--- config.mk ---
export PLATFORM = sky130hd
export DESIGN_NAME = inbuf_fifo
export DESIGN_NICKNAME = d
export VERILOG_FILES = /design/src/rtl/inbuf_fifo.sv
export SDC_FILE = /design/constraint.sdc
export NUM_CORES = 1
export LEC_CHECK = 0
export BUFFER_PORTS_ARGS = -buffer_cell sky130_fd_sc_hd__buf_2
export CORE_MARGIN = 2
export CORE_UTILIZATION = 38
export CTS_CLUSTER_SIZE = 30
export DETAILED_ROUTE_END_ITERATION = 10
export HOLD_SLACK_MARGIN = 0.03
export PLACE_DENSITY = 0.64
export SLEW_MARGIN = 20
export SYNTH_ARGS = -nofsm -noshare
export SYNTH_HDL_FRONTEND = slang
export SYNTH_SLANG_ARGS = --single-unit
--- constraint.sdc ---
create_clock -name clk -period 2.61 [get_ports clk]
set_input_delay 0.261 -clock clk [delete_from_list [all_inputs] [get_ports clk]]
set_output_delay 0.261 -clock clk [all_outputs]
set_load 0.03 [all_outputs]
--- src/rtl/inbuf_fifo.sv ---
// inbuf_fifo: input-buffer FIFO between the host/DMA loader and the
// input-buffer controller. Host pushes words; the controller pops one word
// per accepted request with a one-cycle registered read. Flags decode
// straight from the occupancy register; ovf/udf are sticky until rst/flush.
module inbuf_fifo #(
  parameter int DATA_W   = 32,
  parameter int DEPTH    = 16,
  parameter int ADDR_W   = $clog2(DEPTH),
  parameter int AFULL_TH = DEPTH - 2
) (
  input  logic              clk,
  input  logic              rst,
  input  logic              flush,
  input  logic              host_inbuf_fifo_wr_rq,
  input  logic [DATA_W-1:0] host_inbuf_fifo_wr_data,
  output logic              inbuf_fifo_host_full,
  output logic              inbuf_fifo_host_afull,
  input  logic              cntl_inbuf_fifo_rd_rq,
  input  logic              cntl_inbuf_fifo_mem_en,
  output logic              inbuf_fifo_cntl_empty,
  output logic [DATA_W-1:0] inbuf_fifo_rd_data,
  output logic              inbuf_fifo_rd_data_val,
  output logic [ADDR_W:0]   inbuf_fifo_count,
  output logic              inbuf_fifo_ovf,
  output logic              inbuf_fifo_udf
);

  localparam int CNT_W = ADDR_W + 1;
  localparam logic [CNT_W-1:0] DEPTH_C = CNT_W'(DEPTH);
  localparam logic [CNT_W-1:0] AFULL_C = CNT_W'(AFULL_TH);

  // Storage is deliberately left without reset so it maps onto block RAM.
  logic [DATA_W-1:0] mem [DEPTH];

  logic [ADDR_W-1:0] wr_ptr_reg, wr_ptr_next;
  logic [ADDR_W-1:0] rd_ptr_reg, rd_ptr_next;
  logic [CNT_W-1:0]  count_reg, count_next;
  logic [DATA_W-1:0] rd_data_reg;
  logic              rd_val_reg, rd_val_next;
  logic              ovf_reg, ovf_next;
  logic              udf_reg, udf_next;

  logic empty, full, afull;
  logic rd_req;
  logic wr_acc, rd_acc;

  // Flag decode from the registered count, request qualification, and next-state.
  // flush masks both accepts so it wins over any same-cycle traffic.
  always_comb begin
    empty  = (count_reg == '0);
    full   = (count_reg == DEPTH_C);
    afull  = (count_reg >= AFULL_C);
    rd_req = cntl_inbuf_fifo_rd_rq & cntl_inbuf_fifo_mem_en;
    wr_acc = ~flush & host_inbuf_fifo_wr_rq & ~full;
    rd_acc = ~flush & rd_req & ~empty;

    wr_ptr_next = wr_acc ? wr_ptr_reg + ADDR_W'(1) : wr_ptr_reg;
    rd_ptr_next = rd_acc ? rd_ptr_reg + ADDR_W'(1) : rd_ptr_reg;

    count_next = count_reg;
    case ({wr_acc, rd_acc})
      2'b10:   count_next = count_reg + CNT_W'(1);
      2'b01:   count_next = count_reg - CNT_W'(1);
      default: count_next = count_reg;
    endcase

    rd_val_next = rd_acc;
    ovf_next    = ovf_reg | (host_inbuf_fifo_wr_rq & full);
    udf_next    = udf_reg | (rd_req & empty);

    if (flush) begin
      wr_ptr_next = '0;
      rd_ptr_next = '0;
      count_next  = '0;
      rd_val_next = 1'b0;
      ovf_next    = 1'b0;
      udf_next    = 1'b0;
    end
  end

  // RAM write port.
  always_ff @(posedge clk) begin
    if (wr_acc) begin
      mem[wr_ptr_reg] <= host_inbuf_fifo_wr_data;
    end
  end

  // Registered RAM read; holds its value when no read is accepted (including flush).
  always_ff @(posedge clk or posedge rst) begin
    if (rst) begin
      rd_data_reg <= '0;
    end else if (rd_acc) begin
      rd_data_reg <= mem[rd_ptr_reg];
    end
  end

  // Pointers, occupancy, valid pulse and sticky error flags.
  always_ff @(posedge clk or posedge rst) begin
    if (rst) begin
      wr_ptr_reg <= '0;
      rd_ptr_reg <= '0;
      count_reg  <= '0;
      rd_val_reg <= 1'b0;
      ovf_reg    <= 1'b0;
      udf_reg    <= 1'b0;
    end else begin
      wr_ptr_reg <= wr_ptr_next;
      rd_ptr_reg <= rd_ptr_next;
      count_reg  <= count_next;
      rd_val_reg <= rd_val_next;
      ovf_reg    <= ovf_next;
      udf_reg    <= udf_next;
    end
  end

  assign inbuf_fifo_host_full   = full;
  assign inbuf_fifo_host_afull  = afull;
  assign inbuf_fifo_cntl_empty  = empty;
  assign inbuf_fifo_rd_data     = rd_data_reg;
  assign inbuf_fifo_rd_data_val = rd_val_reg;
  assign inbuf_fifo_count       = count_reg;
  assign inbuf_fifo_ovf         = ovf_reg;
  assign inbuf_fifo_udf         = udf_reg;

endmodule

==> flow_summary.yaml <==
status:
  status: "complete, no violations"
sta:
  tightestPinTransition_ns: 0.886
  setup_total_negative_slack_ns: 0
  post-route-period-util_pct: 93.9
  fmax_mhz: 408
  maxSlewHeadroom_pct: 41.0
  slew_viol_final: 0
  finClkSkew_ns: 0.0181
  fin_crit_ns: 2.45
  hold_viol: 0
  rsz0062_at_grt: "false"
  final-setup-viol-count: 0
global_routing:
  grt.total_usage_pct: 15.7
  gr-total-overflow: 0
  antenna_found_initial: 2
  grt_max_degree: 51
  grt_pass1_wl_mm: 68.5
  grt_pass1_vias: 10500
critical_path:
  arrival_ns: 2.69
  max_stage_delay_ns: 0.51
  r2r-end: "mem[2][17]"
  crit_start: "inbuf_fifo_count[1]"
  timing.reg2reg.setup_slack_ns: 0.16
  path_class: "reg2reg"
  r2r-start: "inbuf_fifo_count[1]"
  crit_path_end: "mem[2][17]"
  worstPathCellList: "or4_1 > o21ai_1 > buf_4 > nor4_1 > and2_2 > buf_4"
  cp_slowest_cell: "dfrtp_1"
  crit_top_cell: "buf_4"
  worstRegToRegCells: 6
  cp_num_buf_inv: 2
  required_ns: 2.85
  path_depth: 6
  cp-start-kind: "register"
  crit_fanout: 22
  crit_path_end_kind: "register"
  path_delay_family: "simple AND/OR/NAND/NOR gates"
routing:
  ant_nets: 0
  drt_pass1_iterations: 5
  drt-vias-per-instance: 5.25
  drt_iter0_drc: 953
  via_count: 9884
  postRouteWirelength_mm: 45.3
  drc: 0
  avgRoutedWirePerCell_um: 24.1
floorplan:
  die_w_um: 242
  die_area_um2: 58400
  io_pins: 81
  die_h_um: 242
  core_region_area_um2: 56200
  row_count: 87
  initial_utilization_pct: 38.2
final_layout:
  nets: 1124
  drive_gt1_share_pct: 38.4
  nFillCells: 4743
  synthToLayoutAreaGrowth_pct: 18.3
  largest_register_ffs: 512
  largest_register: "mem"
  regArea_um2: 16600
  final_cell_area_um2: 25400
  multi_input_area_um2: 4670
yosys:
  synth_area_leaders: "edfxtp_1, mux4_2, dfrtp_1"
  netlist_instances: 902
  synth_compound_area_share_pct: 0.676
  synth_most_common_cell: "edfxtp_1"
  synthMuxAreaShare_pct: 18.6
  syn_nets: 947
  ys_top_cells_by_count: "edfxtp_1, mux4_2, dfrtp_1"
  synth-xor-area-share_pct: 0.326
  ys_ff_latch: 560
  yosysUniqueCellTypes: 41
  yosys_most_used_dff: "edfxtp_1"
  synth_top_family_by_area: "multiplexers"
  synth_edf_count: 512
  yosys_warnings: 0
  seq_area_frac_synth_pct: 77.2
  yosys.area_share.simple_pct: 1.49
  yosys.area_share.adder_pct: 0.408
  synth.avg_cell_area_um2: 23.8
  netlist.top_cell.by_area: "edfxtp_1"
  async_flop_share_pct: 8.57
  syn_area_um2: 21500
  synth_top_cell_area_share_pct: 71.6
min_path:
  holdPathStages: 1
  holdCritStartpoint: "host_inbuf_fifo_wr_data[17]"
  hp-class: "in2reg"
cts:
  clock_latency_ns: 0.60
  cts_root_buffer: "clkbuf_16"
  cts_tree: "yes"
  cts-htree-levels: 2
  clk_pin_slew_ns: 0.06
  cts_max_path_buffers: 3
  clock_sinks: 560
  cts_made_buffers: 57
placed_design:
  place_area_um2: 23200
  gp_congestion: 0.792
  io_buffers: 80
  place_hpwl_mm: 24.7
power:
  leakage_nw: 8.16
  pwr-share-clk_pct: 39.4
  intPower_mw: 15.7
  pwr_density_cell_nw_per_um2: 802
  p_sw_mw: 4.72
  seqPwrFrac_pct: 50.7
  pwr-share-comb_pct: 9.9
  ir_worst_vdd_uv: 549
  finalPower_mw: 20.4
  p_sw_share_pct: 23.1
job:
  max_cap_violations: 0
## kinds of logic after synthesis
kind of cell / Yosys count
xor+xnor: 8
mux: 195
simple gates: 58
flops: 560
buf+inv: 51
fa+ha+maj: 7
compound gates: 23
## worst min path at each step
stage	slack, ns	end
3_5_place_dp	0.48	inbuf_fifo_udf
2_1_floorplan	0.36	mem[0][0]
6_report	0.05	mem[3][17]
4_1_cts	0.03	mem[11][8]
3_3_place_gp	0.48	inbuf_fifo_udf
5_1_grt	0.04	mem[9][8]
## placed cells by master (no fill, tap or decap), types with 4 or more instances in the layout
| cell type | n |
|---|---|
| xor2_1 | 5 |
| clkbuf_16 | 59 |
| and3_2 | 4 |
| ha_1 | 7 |
| clkinv_1 | 8 |
| and2_2 | 12 |
| o21ai_0 | 4 |
| buf_4 | 34 |
| mux2_2 | 34 |
| edfxtp_1 | 512 |
| bufinv_16 | 5 |
| buf_2 | 80 |
| nand2_1 | 8 |
| a21oi_1 | 6 |
| inv_1 | 5 |
| mux4_2 | 160 |
| buf_12 | 17 |
| clkbuf_1 | 16 |
| clkinv_2 | 11 |
| nor2_1 | 16 |
| dlygate4sd3_1 | 32 |
| dfrtp_1 | 44 |
## metal layers
layer  vias up  share of wire [%]  global-route usage (%)
met5         -              0.029                       0
li1       4193                  -                       -
met2       286                 48                    24.9
met4         2                1.7                    4.01
met1      5346                 44                    22.7
met3        57                5.7                    2.63
## power by group through the flow
stage / registers (mW) / logic [mW] / clock network [mW]
after CTS: 10.3 / 2.06 / 8.21
after floorplan: 11.0 / 0.832 / 0
after detailed placement: 10.5 / 2.01 / 0
final: 10.3 / 2.02 / 8.03
after global routing: 10.4 / 2.17 / 8.55
after global placement: 10.5 / 1.98 / 0
## final cells by class
type / count / area share [%]
Sequential cell: 560 / 65.3
Clock buffer: 78 / 6.21
Timing Repair Buffer: 163 / 5.18
Antenna cell: 1 / 0.00985
Inverter: 6 / 0.0887
Tap cell: 756 / 3.72
Clock inverter: 29 / 1.10
Multi-Input combinational cell: 291 / 18.4
## through the flow
step / hold WS, ns / std cells / utilization (%) / worst slack (ns)
after global placement: 0.475 / 1744 / 41.3 / 0.238
final: 0.0533 / 1884 / 45.2 / 0.160
after global routing: 0.0436 / 1884 / 45.2 / 0.00152
after floorplan: 0.360 / 902 / - / -0.0727
after detailed placement: 0.481 / 1744 / 41.3 / 0.167
after CTS: 0.0324 / 1883 / 45.2 / 0.155
## worst reg2reg max path, delay by kind of cell, from the launching register on
kind | cells | cell delay (ns)
flops | 1 | 0.51
buf+inv | 2 | 0.57
compound gates | 1 | 0.09
simple gates | 3 | 0.91
## what timing repair did
item,CTS,global route
gates resized for setup,0,2
endpoints found under the hold margin,391,0
hold buffers,32,0
setup endpoints to repair,0,1
setup buffers,0,0
Note: power is estimated with default switching activity, not from simulation.
